===== src/rtl/lane_ext_pkg.sv =====
// Shared sizing helpers for the lane extender: internal extend width and the
// compare width that holds both the shifted value and the output clamp bounds.
package lane_ext_pkg;

    function automatic int calc_w(input int in_size, input int shift_w);
        return in_size + (1 << shift_w) - 1;
    endfunction

    function automatic int calc_cw(input int in_size, input int out_size, input int shift_w);
        int w;
        w = calc_w(in_size, shift_w);
        return ((w > out_size) ? w : out_size) + 1;
    endfunction

endpackage


===== src/rtl/lane_ext_lane.sv =====
// Single-lane extend / left-shift / clamp, purely combinational.
module lane_ext_lane
    import lane_ext_pkg::*;
#(
    parameter int IN_SIZE  = 8,
    parameter int OUT_SIZE = 16,
    parameter int SHIFT_W  = 4
) (
    input  logic [IN_SIZE-1:0]  in_i,
    input  logic                signed_i,
    input  logic [SHIFT_W-1:0]  shift_i,
    output logic [OUT_SIZE-1:0] out_o,
    output logic                sat_o
);

    // One extra bit beyond max(W, OUT_SIZE) keeps the unsigned upper bound positive.
    localparam int CW = calc_cw(IN_SIZE, OUT_SIZE, SHIFT_W);
    localparam logic [CW-1:0] ONE  = CW'(1);
    localparam logic [CW-1:0] SMAX = (ONE << (OUT_SIZE - 1)) - ONE;
    localparam logic [CW-1:0] SMIN = ~SMAX;
    localparam logic [CW-1:0] UMAX = (ONE << OUT_SIZE) - ONE;

    logic          fill;
    logic [CW-1:0] ext;
    logic [CW-1:0] shifted;

    always_comb begin
        fill    = signed_i & in_i[IN_SIZE-1];
        ext     = {{(CW - IN_SIZE){fill}}, in_i};
        shifted = ext << shift_i;
        out_o   = shifted[OUT_SIZE-1:0];
        sat_o   = 1'b0;
        if (signed_i) begin
            if ($signed(shifted) > $signed(SMAX)) begin
                out_o = SMAX[OUT_SIZE-1:0];
                sat_o = 1'b1;
            end else if ($signed(shifted) < $signed(SMIN)) begin
                out_o = SMIN[OUT_SIZE-1:0];
                sat_o = 1'b1;
            end
        end else if (shifted > UMAX) begin
            out_o = UMAX[OUT_SIZE-1:0];
            sat_o = 1'b1;
        end
    end

endmodule


===== src/rtl/lane_extender.sv =====
// Multi-lane handshaked sign/zero extender with shift, saturation, a 2-entry
// output FIFO and a sticky saturation event counter.
module lane_extender
    import lane_ext_pkg::*;
#(
    parameter int NUM_LANES = 4,
    parameter int IN_SIZE   = 8,
    parameter int OUT_SIZE  = 16,
    parameter int SHIFT_W   = 4,
    parameter int CNT_W     = 16
) (
    input  logic                          clk_i,
    input  logic                          rst_i,
    input  logic                          in_valid_i,
    output logic                          in_ready_o,
    input  logic [NUM_LANES*IN_SIZE-1:0]  in_data_i,
    input  logic                          in_signed_i,
    input  logic [SHIFT_W-1:0]            in_shift_i,
    output logic                          out_valid_o,
    input  logic                          out_ready_i,
    output logic [NUM_LANES*OUT_SIZE-1:0] out_data_o,
    output logic [NUM_LANES-1:0]          out_sat_o,
    output logic [CNT_W-1:0]              sat_cnt_o,
    input  logic                          sat_cnt_clr_i
);

    localparam int DW   = NUM_LANES * OUT_SIZE;
    localparam int PW   = $clog2(NUM_LANES + 1);
    localparam int SUMW = CNT_W + PW;
    localparam logic [CNT_W-1:0] CNT_MAX = {CNT_W{1'b1}};

    typedef struct packed {
        logic [DW-1:0]        data;
        logic [NUM_LANES-1:0] sat;
    } entry_t;

    generate
        if (OUT_SIZE < IN_SIZE) begin : g_bad_size
            $error("lane_extender: OUT_SIZE must be >= IN_SIZE");
        end
    endgenerate

    logic [DW-1:0]        lane_data;
    logic [NUM_LANES-1:0] lane_sat;

    for (genvar k = 0; k < NUM_LANES; k++) begin : g_lane
        lane_ext_lane #(
            .IN_SIZE (IN_SIZE),
            .OUT_SIZE(OUT_SIZE),
            .SHIFT_W (SHIFT_W)
        ) u_lane (
            .in_i    (in_data_i[k*IN_SIZE +: IN_SIZE]),
            .signed_i(in_signed_i),
            .shift_i (in_shift_i),
            .out_o   (lane_data[k*OUT_SIZE +: OUT_SIZE]),
            .sat_o   (lane_sat[k])
        );
    end

    entry_t          mem_q [2];
    entry_t          mem_d [2];
    logic            rd_ptr_q, rd_ptr_d;
    logic            wr_ptr_q, wr_ptr_d;
    logic [1:0]      count_q, count_d;
    logic            in_ready_q, in_ready_d;
    logic [CNT_W-1:0] sat_cnt_q, sat_cnt_d;

    logic            push;
    logic            pop;
    logic [PW-1:0]   sat_pop;
    logic [SUMW-1:0] sat_sum;

    always_comb begin
        mem_d    = mem_q;
        rd_ptr_d = rd_ptr_q;
        wr_ptr_d = wr_ptr_q;
        push     = in_valid_i & in_ready_q;
        pop      = (count_q != 2'd0) & out_ready_i;

        if (push) begin
            mem_d[wr_ptr_q] = '{data: lane_data, sat: lane_sat};
            wr_ptr_d        = ~wr_ptr_q;
        end
        if (pop) begin
            rd_ptr_d = ~rd_ptr_q;
        end
        count_d    = count_q + {1'b0, push} - {1'b0, pop};
        // Registered so out_ready_i never reaches in_ready_o combinationally.
        in_ready_d = (count_d != 2'd2);

        sat_pop = '0;
        for (int k = 0; k < NUM_LANES; k++) begin
            sat_pop = sat_pop + PW'(lane_sat[k]);
        end
        sat_sum   = SUMW'(sat_cnt_q) + SUMW'(sat_pop);
        sat_cnt_d = sat_cnt_q;
        if (sat_cnt_clr_i) begin
            sat_cnt_d = '0;
        end else if (push) begin
            sat_cnt_d = (sat_sum > SUMW'(CNT_MAX)) ? CNT_MAX : sat_sum[CNT_W-1:0];
        end
    end

    always_ff @(posedge clk_i or posedge rst_i) begin
        if (rst_i) begin
            mem_q[0]   <= '0;
            mem_q[1]   <= '0;
            rd_ptr_q   <= 1'b0;
            wr_ptr_q   <= 1'b0;
            count_q    <= 2'd0;
            in_ready_q <= 1'b0;
            sat_cnt_q  <= '0;
        end else begin
            mem_q      <= mem_d;
            rd_ptr_q   <= rd_ptr_d;
            wr_ptr_q   <= wr_ptr_d;
            count_q    <= count_d;
            in_ready_q <= in_ready_d;
            sat_cnt_q  <= sat_cnt_d;
        end
    end

    assign in_ready_o  = in_ready_q;
    assign out_valid_o = (count_q != 2'd0);
    assign out_data_o  = mem_q[rd_ptr_q].data;
    assign out_sat_o   = mem_q[rd_ptr_q].sat;
    assign sat_cnt_o   = sat_cnt_q;

endmodule


===== config.mk =====
export PLATFORM = sky130hd
export DESIGN_NAME = lane_extender
export DESIGN_NICKNAME = d
export VERILOG_FILES = /design/src/rtl/lane_ext_pkg.sv /design/src/rtl/lane_ext_lane.sv /design/src/rtl/lane_extender.sv
export SDC_FILE = /design/constraint.sdc
export NUM_CORES = 1
export LEC_CHECK = 0
export ABC_CLOCK_PERIOD_IN_PS = 6400
export CAP_MARGIN = 20
export CELL_PAD_IN_SITES_DETAIL_PLACEMENT = 0
export CELL_PAD_IN_SITES_GLOBAL_PLACEMENT = 2
export CORE_MARGIN = 2
export CORE_UTILIZATION = 34
export CTS_CLUSTER_DIAMETER = 100
export DETAILED_ROUTE_END_ITERATION = 12
export GPL_TIMING_DRIVEN = 0
export PLACE_DENSITY_LB_ADDON = 0.1
export SLEW_MARGIN = 20
export SYNTH_ARGS = -nofsm -noshare
export SYNTH_HDL_FRONTEND = slang
export SYNTH_SLANG_ARGS = --single-unit

===== constraint.sdc =====
create_clock -name clk_i -period 6.4 [get_ports clk_i]
set_input_delay 1.28 -clock clk_i [delete_from_list [all_inputs] [get_ports clk_i]]
set_output_delay 1.28 -clock clk_i [all_outputs]
set_load 0.01 [all_outputs]

# Word level (Yosys, flattened, before mapping)
# Index checks and enable logic that the tools add are counted.
totals:
  register_bits: 157
  in_bits: 42
  out_inout_bits: 86
  word_cells: 90
op_classes:
  add_sub_neg: 6
  magnitude_cmp: 16
  n_eq_ne: 1
  shifts: 4
  muxes: 41
  n_bitwise: 10
  reduce_logical: 3
ops:
  columns: ["op", "count"]
  rows:
  - ["$mux 16", 19]
  - ["$mux 68", 4]
  - ["$gt 24x16->1 const B", 8]
  - ["$bwmux 136", 1]
  - ["$lt 24x16->1 const B", 4]
  - ["$shl 24x4->24", 4]
  - ["$demux 68 s1", 1]
  - ["$add 16x3->17", 1]
  - ["$gt 17x16->1 const B", 1]
  - ["$mux 1", 16]
  - ["$and 1x1->1", 6]
  - ["$ge 2x2->1 const B", 2]
  - ["$not 1->2", 2]
  - ["$reduce_bool 2->1", 2]
  - ["$add 2x1->3", 1]
  - ["$add 3x1->3", 1]
  - ["$add 1x1->2", 1]
  - ["$add 2x1->2", 1]
  - ["$lt 2x1->1 const B", 1]
  - ["$ne 2x2->1 const B", 1]
  - ["$not 1->1", 2]
  - ["$sub 2x1->2", 1]
  - ["$logic_and 1x1->1", 1]

# Longest topological paths before layout
# Gate-level depths: netlist (run 1).
depth:
  depth_word: 14
  ltp_mapped: 23
  depth_no_buf: 17

# Modules after synthesis
# Synthesis (run 1) repeated with hierarchy kept, for this count alone.
unflattened:
  hier_cells: 1003
  hier_area_um2: 11070.6
modules_own_cells:
  columns: ["mod", "instances", "cells_per_inst", "area_each_um2", "seq_area_each_um2"]
  rows:
  - ["lane_extender", 1, 487, 6986.7, 3928.8]
  - ["lane_ext_lane", 4, 129, 1021.0, 0.0]

# Least setup slack after synthesis (run 1)
# Ideal clock, no wire load.
synth_path:
  path_type: "input -> register"
  from: "input in_shift_i[0]"
  to: "register sat_cnt_q[3], in the netlist sat_cnt_o[3]"
  setup_ns: 0.099
  arrival_ns: 5.555
  required_time_ns: 6.301
  path_slack_ns: 0.746
  stages: 21
  n_path_buf: 4
  path_cell_list: "buf_6 > buf_2 > mux2i_1 > o22ai_1 > a21oi_1 > nand3_1 > o211ai_1 > buf_2 > nand2_1 > fa_1 > inv_1 > fa_1 > inv_1 > fa_1 > and3_1 > nand4_1 > or2_2 > clkbuf_1 > a21oi_1 > nor2_1 > a311oi_1"
synth_via:
  word_cells_on_any_way: 40
  classes_between: "add/sub (4); order compare (13); shift (4); mux (19)"
synth_rtl:
  columns: ["item", "line", "rtl"]
  rows:
  - ["start, declared", "lane_extender.sv:18", "input logic [SHIFT_W-1:0] in_shift_i,"]
  - ["$shl 24x4->24 (*)", "lane_ext_lane.sv:30", "shifted = ext << shift_i;"]
  - ["$lt 24x16->1", "lane_ext_lane.sv:37", "end else if ($signed(shifted) < $signed(SMIN)) begin"]
  - ["$mux 1", "lane_ext_lane.sv:37", null]
  - ["$mux 1", "lane_ext_lane.sv:34", "if ($signed(shifted) > $signed(SMAX)) begin"]
  - ["$mux 1 (*)", "lane_ext_lane.sv:33", "if (signed_i) begin"]
  - ["via g_lane[2].u_lane.sat_o", "lane_ext_lane.sv:13", "output logic sat_o"]
  - ["$add 2x1->3 (*)", "lane_extender.sv:93", "sat_pop = sat_pop + PW'(lane_sat[k]);"]
  - ["$add 3x1->3 (*)", "lane_extender.sv:93", null]
  - ["$add 16x3->17 (*)", "lane_extender.sv:95", "sat_sum = SUMW'(sat_cnt_q) + SUMW'(sat_pop);"]
  - ["$gt 17x16->1", "lane_extender.sv:100", "sat_cnt_d = (sat_sum > SUMW'(CNT_MAX)) ? CNT_MAX : sat_sum[CNT_W-1:0];"]
  - ["$mux 16 (*)", "lane_extender.sv:100", null]
  - ["$mux 16 (*)", "lane_extender.sv:99", "end else if (push) begin"]
  - ["$mux 16 (*)", "lane_extender.sv:97", "if (sat_cnt_clr_i) begin"]
  - ["end signal, assigned", "lane_extender.sv:119", "sat_cnt_q <= sat_cnt_d;"]
  - ["end, declared", "lane_extender.sv:66", "logic [CNT_W-1:0] sat_cnt_q, sat_cnt_d;"]
# The timed path passes the listed nets; every way through them passes the cells marked *. The select of a mux whose other input is x is not followed.
# A chain may end at the register's enable or synchronous reset.

# Worst setup path after layout (run 1)
layout_path:
  from: "input in_shift_i[1]"
  to: "register sat_cnt_q[3], in the netlist sat_cnt_o[3]"
# The elaborated chain is that of the path after synthesis.

==> results of run 1 <==
flip-flops by register name (all words and copies together) (netlist names):
signal      cells
wr_ptr_q        1
in_ready_o      1
mem_q         136
count_q         2
sat_cnt_o      16
rd_ptr_q        1
kinds of logic after synthesis:
family | after synthesis | share of synthesized area (%)
AND/OR/NAND/NOR | 405 | 17.9
AO/OA/AOI/OAI | 330 | 21.8
flip-flops | 157 | 39.4
multiplexers | 131 | 15.0
buffers and inverters | 113 | 4.67
adder cells (fa/ha/maj) | 6 | 0.978
XOR/XNOR | 3 | 0.263
placed cells by master, fill, tap and decap left out, types with 12 or more instances in the layout:
cell,synthesis,final
nand2_1,126,126
a21oi_1,60,58
o211ai_1,21,21
clkbuf_16,0,17
nor3_1,15,14
buf_2,18,17
nor2_1,172,170
nand3_1,19,19
clkbuf_1,60,51
o21ai_0,66,66
o22ai_1,13,13
mux2i_1,37,37
mux2_2,88,88
a211oi_1,12,12
clkdlybuf4s50_1,0,123
dfrtp_1,157,157
a31oi_1,82,82
inv_1,16,14
nand2b_1,14,13
area by class of cell:
class	instances	area share, %
repair buffers	130	10.5
well taps	384	3.88
inverters	18	0.606
clock buffers	17	3.43
plain buffers	92	3.35
flip-flops and latches	157	31.7
multi-input cells	875	45.5
clock inverters	14	1.05
metal layers:
layer  global-route usage (%)  wire [um]  up-vias
met3                     3.10       1810       73
met1                     35.9      18200     4811
li1                         -          -     4463
met2                     42.9      18900      368
met5                        0          0        -
met4                     9.20       1210        0
critical path: stages:
cell	delay, ns
clkdlybuf4s50_1	0.52
clkbuf_4	0.25
nor2_2	0.53
a221o_1	0.44
o2bb2ai_1	0.13
o211ai_1	0.24
buf_4	0.23
nand2_1	0.17
fa_1	0.55
inv_1	0.05
fa_1	0.42
inv_1	0.08
fa_1	0.25
and3_1	0.20
nand4_1	0.20
nor2_1	0.41
nor2_1	0.17
a311oi_1	0.28
final timing paths:
| check | end | slack [ns] | cells after the start |
|---|---|---|---|
| max | sat_cnt_o[3] | 0.32 | 18 |
| min | mem_q[21] | 0.48 | 2 |
| max reg2reg | mem_q[74] | 3.14 | 7 |
| min reg2reg | mem_q[21] | 0.48 | 2 |
| max in group asynchronous | mem_q[22] | 4.26 | 3 |
| min in group asynchronous | mem_q[109] | 1.27 | 2 |
timing repair:
item                                   4_1_cts  5_1_grt
gates cloned                                 0        0
gates resized for setup                     12       22
buffers inserted                             1        4
endpoints found under the hold margin        0        0
setup endpoints to repair                   13       13
pin swaps                                    1        2
report_power, final:
part	internal (W)	total [W]	leakage, nW	switching, W
Combinational	0.00126	0.00254	2.80	0.00128
Clock	0.000511	0.00101	0.265	0.000502
Sequential	0.00143	0.00164	1.85	0.000215
Total	0.00320	0.00520	4.92	0.00200
through the flow:
step	setup WS, ns	std cells	power, W
2_1_floorplan	0.746	1145	0.00305
3_3_place_gp	-1.62	1652	0.00418
3_5_place_dp	-1.02	1654	0.00420
4_1_cts	0.0284	1684	0.00523
5_1_grt	0.0119	1687	0.00554
6_report	0.318	1687	0.00520
==> flow_metrics.py, run 1 <==
metrics = {
    "status": {
        "status": "finished, final reports clean",
    },
    "yosys": {
        "syn_area_per_cell_um2": 8.71,
        "synth_cell_type_count": 79,
        "synth-seq-cells": 157,
        "synth_nets": 1193,
        "ys.warnings.count": 0,
        "netlist_top_cells_area": "dfrtp_1, mux2_2, nor2_1",
        "yosysTopAreaCell": "dfrtp_1",
        "yosysMostFrequentCell": "nor2_1",
        "synth_common_cells": "nor2_1, dfrtp_1, nand2_1",
        "synth_ff_type": "dfrtp_1",
        "syn_inst": 1145,
        "syn_area_um2": 9970,
        "synth_seq_area_share_pct": 39.4,
        "synth-edff-count": 0,
        "netlist.area_leader.share_pct": 39.4,
        "async_reset_ff_share_pct": 100,
    },
    "sta": {
        "fin_crit_sh_pct": 95.0,
        "min_period_ns": 6.08,
        "relSlewSlack_pct": 26.4,
        "finalClockSkew_ns": 0.0157,
        "fmax_mhz": 164,
        "rsz0062_at_grt": "no",
        "tightest_slew_ns": 1.10,
        "hold_viol": 0,
        "drv_slew": 0,
        "setup_viol": 0,
        "whs_ns": 0.477,
        "setup_tns_ns": 0,
    },
    "cts": {
        "clkSinkCount": 157,
        "cts_buffers": 17,
        "hold_buffers": 0,
        "cts_buffer_depth": 2,
        "cts-root-buf": "clkbuf_16",
        "path_clk_slew_ns": 0.08,
        "htreeDepth": 4,
        "insertion_delay_ns": 0.44,
        "cts_tree": "yes",
    },
    "finish": {
        "syn_to_final_growth_pct": 24.2,
        "final_area_um2": 12400,
        "seqCellArea_um2": 3930,
        "nets": 1339,
        "finish.utilization_pct": 43.0,
        "drive_gt1_share_pct": 14.4,
        "multi_input_area_um2": 5630,
        "diodes": 0,
        "fillers": 2945,
    },
    "worst_setup_path": {
        "crit_fanout": 10,
        "critPathArrivalTime_ns": 6.43,
        "end_kind": "flop",
        "r2r_start": "in_ready_o",
        "startpoint": "in_shift_i[1]",
        "cp-start-kind": "input port",
        "cp.required_ns": 6.75,
        "critPathKind": "in -> reg",
    },
    "grt": {
        "grt.overflow.total": 0,
        "grt_max_degree": 99,
        "antenna_found_initial": 0,
        "track_usage_pct": 26.2,
        "grt_pass1_vias": 9740,
        "grt_pass1_wl_mm": 61.3,
    },
    "die": {
        "fp.dieW_um": 175,
        "start_util_pct": 34.7,
        "dieArea_um2": 30700,
        "core_area_um2": 28800,
        "die_h_um": 175,
        "ios": 128,
        "floorplan.rows": 62,
    },
    "place": {
        "dpl_cell_area_um2": 11700,
        "dpl.hpwl_mm": 28.6,
        "gp_congestion": 0.938,
        "io_buffers": 123,
    },
    "min_path": {
        "worstHoldPathType": "reg -> reg",
        "hold_path.startpoint": "mem_q[21]",
    },
    "route": {
        "post_drt_via_cell_ratio": 5.76,
        "antenna_left": 0,
        "wl_per_cell_um": 23.8,
        "drcViolationCount": 0,
        "dr_total_vias": 9715,
        "drt_pass1_iterations": 5,
        "wirelength_mm": 40.1,
        "drt_iter0_drc": 743,
    },
    "pwr": {
        "peakVddDrop_v": 0.000169,
        "p_leak_nw": 4.92,
        "powerDensity_nw_per_um2": 419,
    },
    "flow_run": {
        "maxCapViolations": 0,
    },
}
(Power assumes the default switching activity.)
==> inputs of run 2 (changes only) <==
--- a/config.mk
+++ b/config.mk
@@ -5,12 +5,11 @@
 export SDC_FILE = /design/constraint.sdc
 export NUM_CORES = 1
 export LEC_CHECK = 0
-export ABC_CLOCK_PERIOD_IN_PS = 6400
 export CAP_MARGIN = 20
 export CELL_PAD_IN_SITES_DETAIL_PLACEMENT = 0
 export CELL_PAD_IN_SITES_GLOBAL_PLACEMENT = 2
 export CORE_MARGIN = 2
-export CORE_UTILIZATION = 34
+export CORE_UTILIZATION = 37
 export CTS_CLUSTER_DIAMETER = 100
 export DETAILED_ROUTE_END_ITERATION = 12
 export GPL_TIMING_DRIVEN = 0
==> constraint.sdc (replaced) <==
create_clock -name clk_i -period 7 [get_ports clk_i]
set_input_delay 1.4 -clock clk_i [delete_from_list [all_inputs] [get_ports clk_i]]
set_output_delay 1.4 -clock clk_i [all_outputs]
set_load 0.01 [all_outputs]
==> run 2 against run 1 <==
Effect of this change:
- design area shrank 1.2%
- clock skew shrank 0.0050 ns
- wire length shrank 3.7%
- utilization grew 2.7 points
- highest routed layer unchanged
==> flow_metrics.py, run 2 (synthesis results as in run 1) <==
metrics = {
    "route": {
        "antenna_left": 0,
        "dr_total_vias": 9624,
        "wl_per_cell_um": 23.5,
        "wirelength_mm": 38.6,
        "drt_pass1_iterations": 5,
        "drcViolationCount": 0,
        "post_drt_via_cell_ratio": 5.87,
        "drt_iter0_drc": 740,
    },
    "sta": {
        "tightest_slew_ns": 1.10,
        "whs_ns": 0.480,
        "min_period_ns": 6.64,
        "drv_slew": 0,
        "rsz0062_at_grt": "yes",
        "fin_crit_sh_pct": 94.9,
        "hold_viol": 0,
        "fmax_mhz": 151,
        "relSlewSlack_pct": 26.1,
        "setup_viol": 0,
        "finalClockSkew_ns": 0.0107,
    },
    "min_path": {
        "worstHoldPathType": "reg -> reg",
        "hold_depth": 2,
    },
    "worst_setup_path": {
        "cp.required_ns": 7.35,
        "critPathKind": "in -> reg",
        "cp-start-kind": "input port",
        "slowest_delay_ns": 0.58,
        "crit_fanout": 19,
        "timing.reg2reg.setup_slack_ns": 3.62,
        "critPathArrivalTime_ns": 6.99,
        "cpMaxStageDelayCell": "mux4_2",
        "r2r.worst_path.cells": 12,
        "path_cells": "clkdlybuf4s50_1 -> buf_2 -> buf_4 -> mux4_2 -> a311o_1 -> nor2_1 -> o2bb2ai_1 -> nor2_1 -> fa_1 -> inv_1 -> fa_1 -> inv_1 -> fa_1 -> and3_1 -> nand4_1 -> or2_2 -> clkbuf_1 -> a21oi_1 -> nor2_1 -> a311oi_1",
        "end_kind": "flop",
    },
    "flow_run": {
        "maxCapViolations": 0,
    },
    "pwr": {
        "p_leak_nw": 4.86,
        "swShare_pct": 38.0,
        "powerDensity_nw_per_um2": 384,
        "peakVddDrop_v": 0.000213,
        "combPwrFrac_pct": 49.2,
        "intPower_w": 0.00291,
        "switchingPower_w": 0.00178,
        "power_frac_seq_pct": 32.0,
        "power_frac_clock_pct": 18.8,
    },
    "cts": {
        "clkSinkCount": 157,
        "cts_buffers": 17,
        "cts_buffer_depth": 2,
        "path_clk_slew_ns": 0.08,
        "htreeDepth": 4,
        "hold_buffers": 0,
        "cts_tree": "yes",
        "cts-root-buf": "clkbuf_16",
        "insertion_delay_ns": 0.44,
    },
    "finish": {
        "finish.utilization_pct": 45.8,
        "syn_to_final_growth_pct": 22.6,
        "largest-register": "mem_q",
        "largest_register_ffs": 136,
        "drive_gt1_share_pct": 13.2,
        "diodes": 0,
        "final_common_cell": "nor2_1",
        "final_cell_mix": "nor2_1, dfrtp_1, nand2_1, clkdlybuf4s50_1, mux2_2",
        "nets": 1335,
        "final_area_um2": 12200,
    },
    "die": {
        "die_h_um": 168,
        "fp.dieW_um": 168,
        "floorplan.rows": 60,
        "start_util_pct": 37.3,
        "core_area_um2": 26700,
        "ios": 128,
        "dieArea_um2": 28300,
    },
    "grt": {
        "grt_pass1_wl_mm": 59.7,
        "track_usage_pct": 27.8,
        "grt_pass1_vias": 9958,
        "antenna_found_initial": 0,
        "grt.overflow.total": 0,
        "grt_max_degree": 101,
    },
    "place": {
        "dpl.hpwl_mm": 27.9,
        "dpl_cell_area_um2": 11700,
        "gp_congestion": 0.949,
        "io_buffers": 123,
    },
    "status": {
        "status": "finished, final reports clean",
    },
}
run 2: repair_timing:
action                     in CTS  in global routing
cloned                          0                  0
setup endpoints to repair       3                 12
buffers inserted                0                  1
pin swaps                       0                  1
gates resized for setup         0                 13
run 2: per-stage QoR:
step	setup slack [ns]	cells	setup TNS, ns	power, W
global route	-0.00169	1639	-0.00169	0.00501
floorplan	1.23	1145	0	0.00279
CTS	0.138	1640	0	0.00473
finish	0.357	1639	0	0.00470
detailed placement	-0.506	1611	-4.03	0.00383
global placement	-1.04	1609	-161.98	0.00380
run 2: path summary, 6_finish.rpt:
kind / from / endpoint
setup / recovery: in_shift_i[1] / sat_cnt_o[3]
hold / removal: mem_q[69] / mem_q[69]
setup reg to reg: sat_cnt_o[0] / sat_cnt_o[3]
hold reg to reg: mem_q[69] / mem_q[69]
max in group asynchronous: rst_i / mem_q[1]
min in group asynchronous: rst_i / mem_q[43]
run 2: area by class of cell:
type                       instances  area (um2)
fill                            2716       14500
sequential                       157        3930
timing repair buffer             126        1270
tap                              341         427
clock buffer                      17         425
inverter                          18        75.1
buffer                            92         397
multi-input combinational        875        5600
clock inverter                    13         109
run 2: worst max-delay path: cells and delay by family:
| kind | cells | cell delay, ns |
|---|---|---|
| AO/OA/AOI/OAI | 4 | 1.07 |
| buffers and inverters | 6 | 1.52 |
| multiplexers | 1 | 0.58 |
| AND/OR/NAND/NOR | 6 | 1.23 |
| adder cells (fa/ha/maj) | 3 | 1.19 |
run 2: metal layers:
layer / GRT usage (%) / part of all wire (%) / routed length [um]
met2: 45.9 / 47 / 18100
met3: 4.98 / 5.5 / 2110
met5: 0 / 0 / 0
met4: 12.4 / 4.1 / 1580
met1: 35.9 / 43 / 16700
run 2: power groups by stage:
stage | Combinational [W] | Clock, W | Sequential [W]
6_report | 0.00231 | 0.000885 | 0.00150
5_1_grt | 0.00252 | 0.000933 | 0.00155
4_1_cts | 0.00232 | 0.000902 | 0.00150
3_5_place_dp | 0.00231 | 0 | 0.00152
3_3_place_gp | 0.00230 | 0 | 0.00150
2_1_floorplan | 0.00133 | 0 | 0.00146
==> inputs of run 3 (changes only) <==
--- a/config.mk
+++ b/config.mk
@@ -8,12 +8,12 @@
 export CAP_MARGIN = 20
 export CELL_PAD_IN_SITES_DETAIL_PLACEMENT = 0
 export CELL_PAD_IN_SITES_GLOBAL_PLACEMENT = 2
-export CORE_MARGIN = 2
 export CORE_UTILIZATION = 37
 export CTS_CLUSTER_DIAMETER = 100
 export DETAILED_ROUTE_END_ITERATION = 12
 export GPL_TIMING_DRIVEN = 0
 export PLACE_DENSITY_LB_ADDON = 0.1
+export SKIP_LAST_GASP = 1
 export SLEW_MARGIN = 20
 export SYNTH_ARGS = -nofsm -noshare
 export SYNTH_HDL_FRONTEND = slang
==> run 3 against run 2 <==
Effect of this change:
- the flow now finishes with violations (design-rule violations)
- die area fell by 2.4%
- power rose by 0.77%
- final cell count fell by 0.31%
- utilization rose by 0.84 points
- sequential power barely moved
- critical path type unchanged
- largest power group unchanged
- highest routed layer unchanged
==> flow_metrics.py, run 3 (synthesis results as in run 1) <==
metrics = {
    "finish": {
        "syn_to_final_growth_pct": 22.8,
        "finish.utilization_pct": 46.6,
        "diodes": 0,
        "final_cell_mix": "nor2_1, dfrtp_1, nand2_1, clkdlybuf4s50_1, mux2_2",
        "largest_register_ffs": 136,
        "layout.cells.non_filler": 1634,
        "nets": 1335,
        "fillers": 2664,
        "drive_gt1_share_pct": 13.2,
        "final_area_um2": 12200,
        "final_common_cell": "nor2_1",
        "largest-register": "mem_q",
    },
    "die": {
        "ios": 128,
        "dieArea_um2": 27600,
        "fp.dieW_um": 166,
        "start_util_pct": 38.0,
        "core_area_um2": 26300,
        "floorplan.rows": 59,
        "die_h_um": 166,
    },
    "worst_setup_path": {
        "cpMaxStageDelayCell": "clkdlybuf4s50_1",
        "cp-start-kind": "input port",
        "timing.reg2reg.setup_slack_ns": 3.64,
        "crit_fanout": 10,
        "cp.required_ns": 7.34,
        "critPathArrivalTime_ns": 6.98,
        "end_kind": "flop",
        "path_cells": "clkdlybuf4s50_1 -> buf_2 -> nand2b_2 -> o22ai_1 -> a21oi_1 -> nand3_1 -> o211ai_1 -> clkbuf_4 -> nand2_1 -> fa_1 -> inv_1 -> fa_1 -> inv_1 -> fa_1 -> and3_1 -> nand4_1 -> or2_2 -> clkbuf_1 -> o21ai_0 -> a21oi_1 -> a211oi_1",
        "critPathKind": "in -> reg",
        "critical_path.most_common_cell": "fa_1",
        "slowest_delay_ns": 0.56,
    },
    "status": {
        "violations": "design-rule violations",
        "status": "finished with violations",
    },
    "pwr": {
        "peakVddDrop_v": 0.000196,
        "p_leak_nw": 4.88,
        "powerDensity_nw_per_um2": 386,
    },
    "sta": {
        "drv_slew": 0,
        "rsz0062_at_grt": "no",
        "setup_tns_ns": 0,
        "tightest_slew_ns": 1.22,
        "fmax_mhz": 151,
        "fin_crit_sh_pct": 94.7,
        "hold_viol": 0,
        "setup_viol": 0,
        "finalClockSkew_ns": 0.0156,
        "worst_slack_ns": 0.369,
        "min_period_ns": 6.63,
        "relSlewSlack_pct": 17.9,
    },
    "grt": {
        "grt_pass1_wl_mm": 60.1,
        "grt_pass1_vias": 9671,
        "grt.overflow.total": 0,
        "antenna_found_initial": 0,
        "grt_max_degree": 91,
        "track_usage_pct": 28.7,
    },
    "route": {
        "drcViolationCount": 11,
        "drt_iter0_drc": 861,
        "wl_per_cell_um": 24.1,
        "post_drt_via_cell_ratio": 6.01,
        "wirelength_mm": 39.3,
        "antenna_left": 0,
        "dr_total_vias": 9822,
        "drt_pass1_iterations": 10,
    },
    "place": {
        "dp.cells": 1605,
        "gp_congestion": 0.936,
        "io_buffers": 123,
        "pre_cts_ws_ns": -0.504,
        "dpl.hpwl_mm": 28.0,
        "dpl_cell_area_um2": 11700,
    },
    "cts": {
        "cts-root-buf": "clkbuf_16",
        "hold_buffers": 0,
        "clkSinkCount": 157,
        "path_clk_slew_ns": 0.08,
        "cts_buffers": 17,
        "cts_buffer_depth": 2,
        "insertion_delay_ns": 0.44,
        "htreeDepth": 4,
        "cts_tree": "yes",
    },
    "min_path": {
        "worstHoldPathType": "reg -> reg",
    },
    "flow_run": {
        "maxCapViolations": 0,
    },
}
==> run 3: cell types whose count changed in the layout (fill, tap and decap cells not counted), sizes merged <==
cell / change
inv: +1
clkinvlp: -3
clkbuf: +1
buf: -1
clkinv: +3
==> run 3: layout make-up <==
cell class                      count  area [um2]  area share, %
Clock buffer                       17         425           3.47
Buffer                             92         395           3.23
Timing Repair Buffer              126        1270           10.4
Tap cell                          335         419           3.42
Sequential cell                   157        3930           32.1
Clock inverter                     14         130           1.06
Inverter                           18        75.1          0.613
Multi-Input combinational cell    875        5600           45.7
==> run 3: per-stage QoR <==
stage	hold WS [ns]	power [W]
4_1_cts	0.482	0.00476
3_3_place_gp	0.457	0.00380
3_5_place_dp	0.465	0.00383
2_1_floorplan	0.443	0.00279
5_1_grt	0.506	0.00504
6_report	0.480	0.00473
==> run 3: worst max-delay path, delay by kind of cell <==
| family | cells | cell delay (ns) |
|---|---|---|
| buffers and inverters | 6 | 1.50 |
| AND/OR/NAND/NOR | 6 | 1.43 |
| AO/OA/AOI/OAI | 6 | 1.41 |
| adder cells (fa/ha/maj) | 3 | 1.22 |
==> run 3: path summary, 6_finish.rpt <==
check	start	endpoint	cells after the start
min in group asynchronous	rst_i	mem_q[111]	2
max in group asynchronous	rst_i	mem_q[1]	3
setup / recovery	in_shift_i[1]	sat_cnt_o[5]	21
hold reg to reg	mem_q[88]	mem_q[88]	2
hold / removal	mem_q[88]	mem_q[88]	2
setup reg to reg	in_ready_o	mem_q[72]	7
==> run 3: layer usage <==
metal | up-vias | wire length, um | GRT usage [%]
li1 | 4457 | - | -
met1 | 4865 | 17400 | 38.4
met3 | 81 | 2310 | 3.91
met5 | - | 0 | 0
met4 | 0 | 1300 | 11.7
met2 | 419 | 18300 | 46.8
==> run 3: report_power, final <==
part,internal (W),total [W],switching [W],leakage (nW)
Combinational,0.00115,0.00231,0.00116,2.76
Clock,0.000466,0.000916,0.000450,0.265
Sequential,0.00131,0.00150,0.000197,1.85
==> run 3: timing repair <==
action	CTS	global route
pin swaps	0	1
setup endpoints to repair	3	11
setup buffers	0	1
cloned	0	0
gates resized for setup	0	11
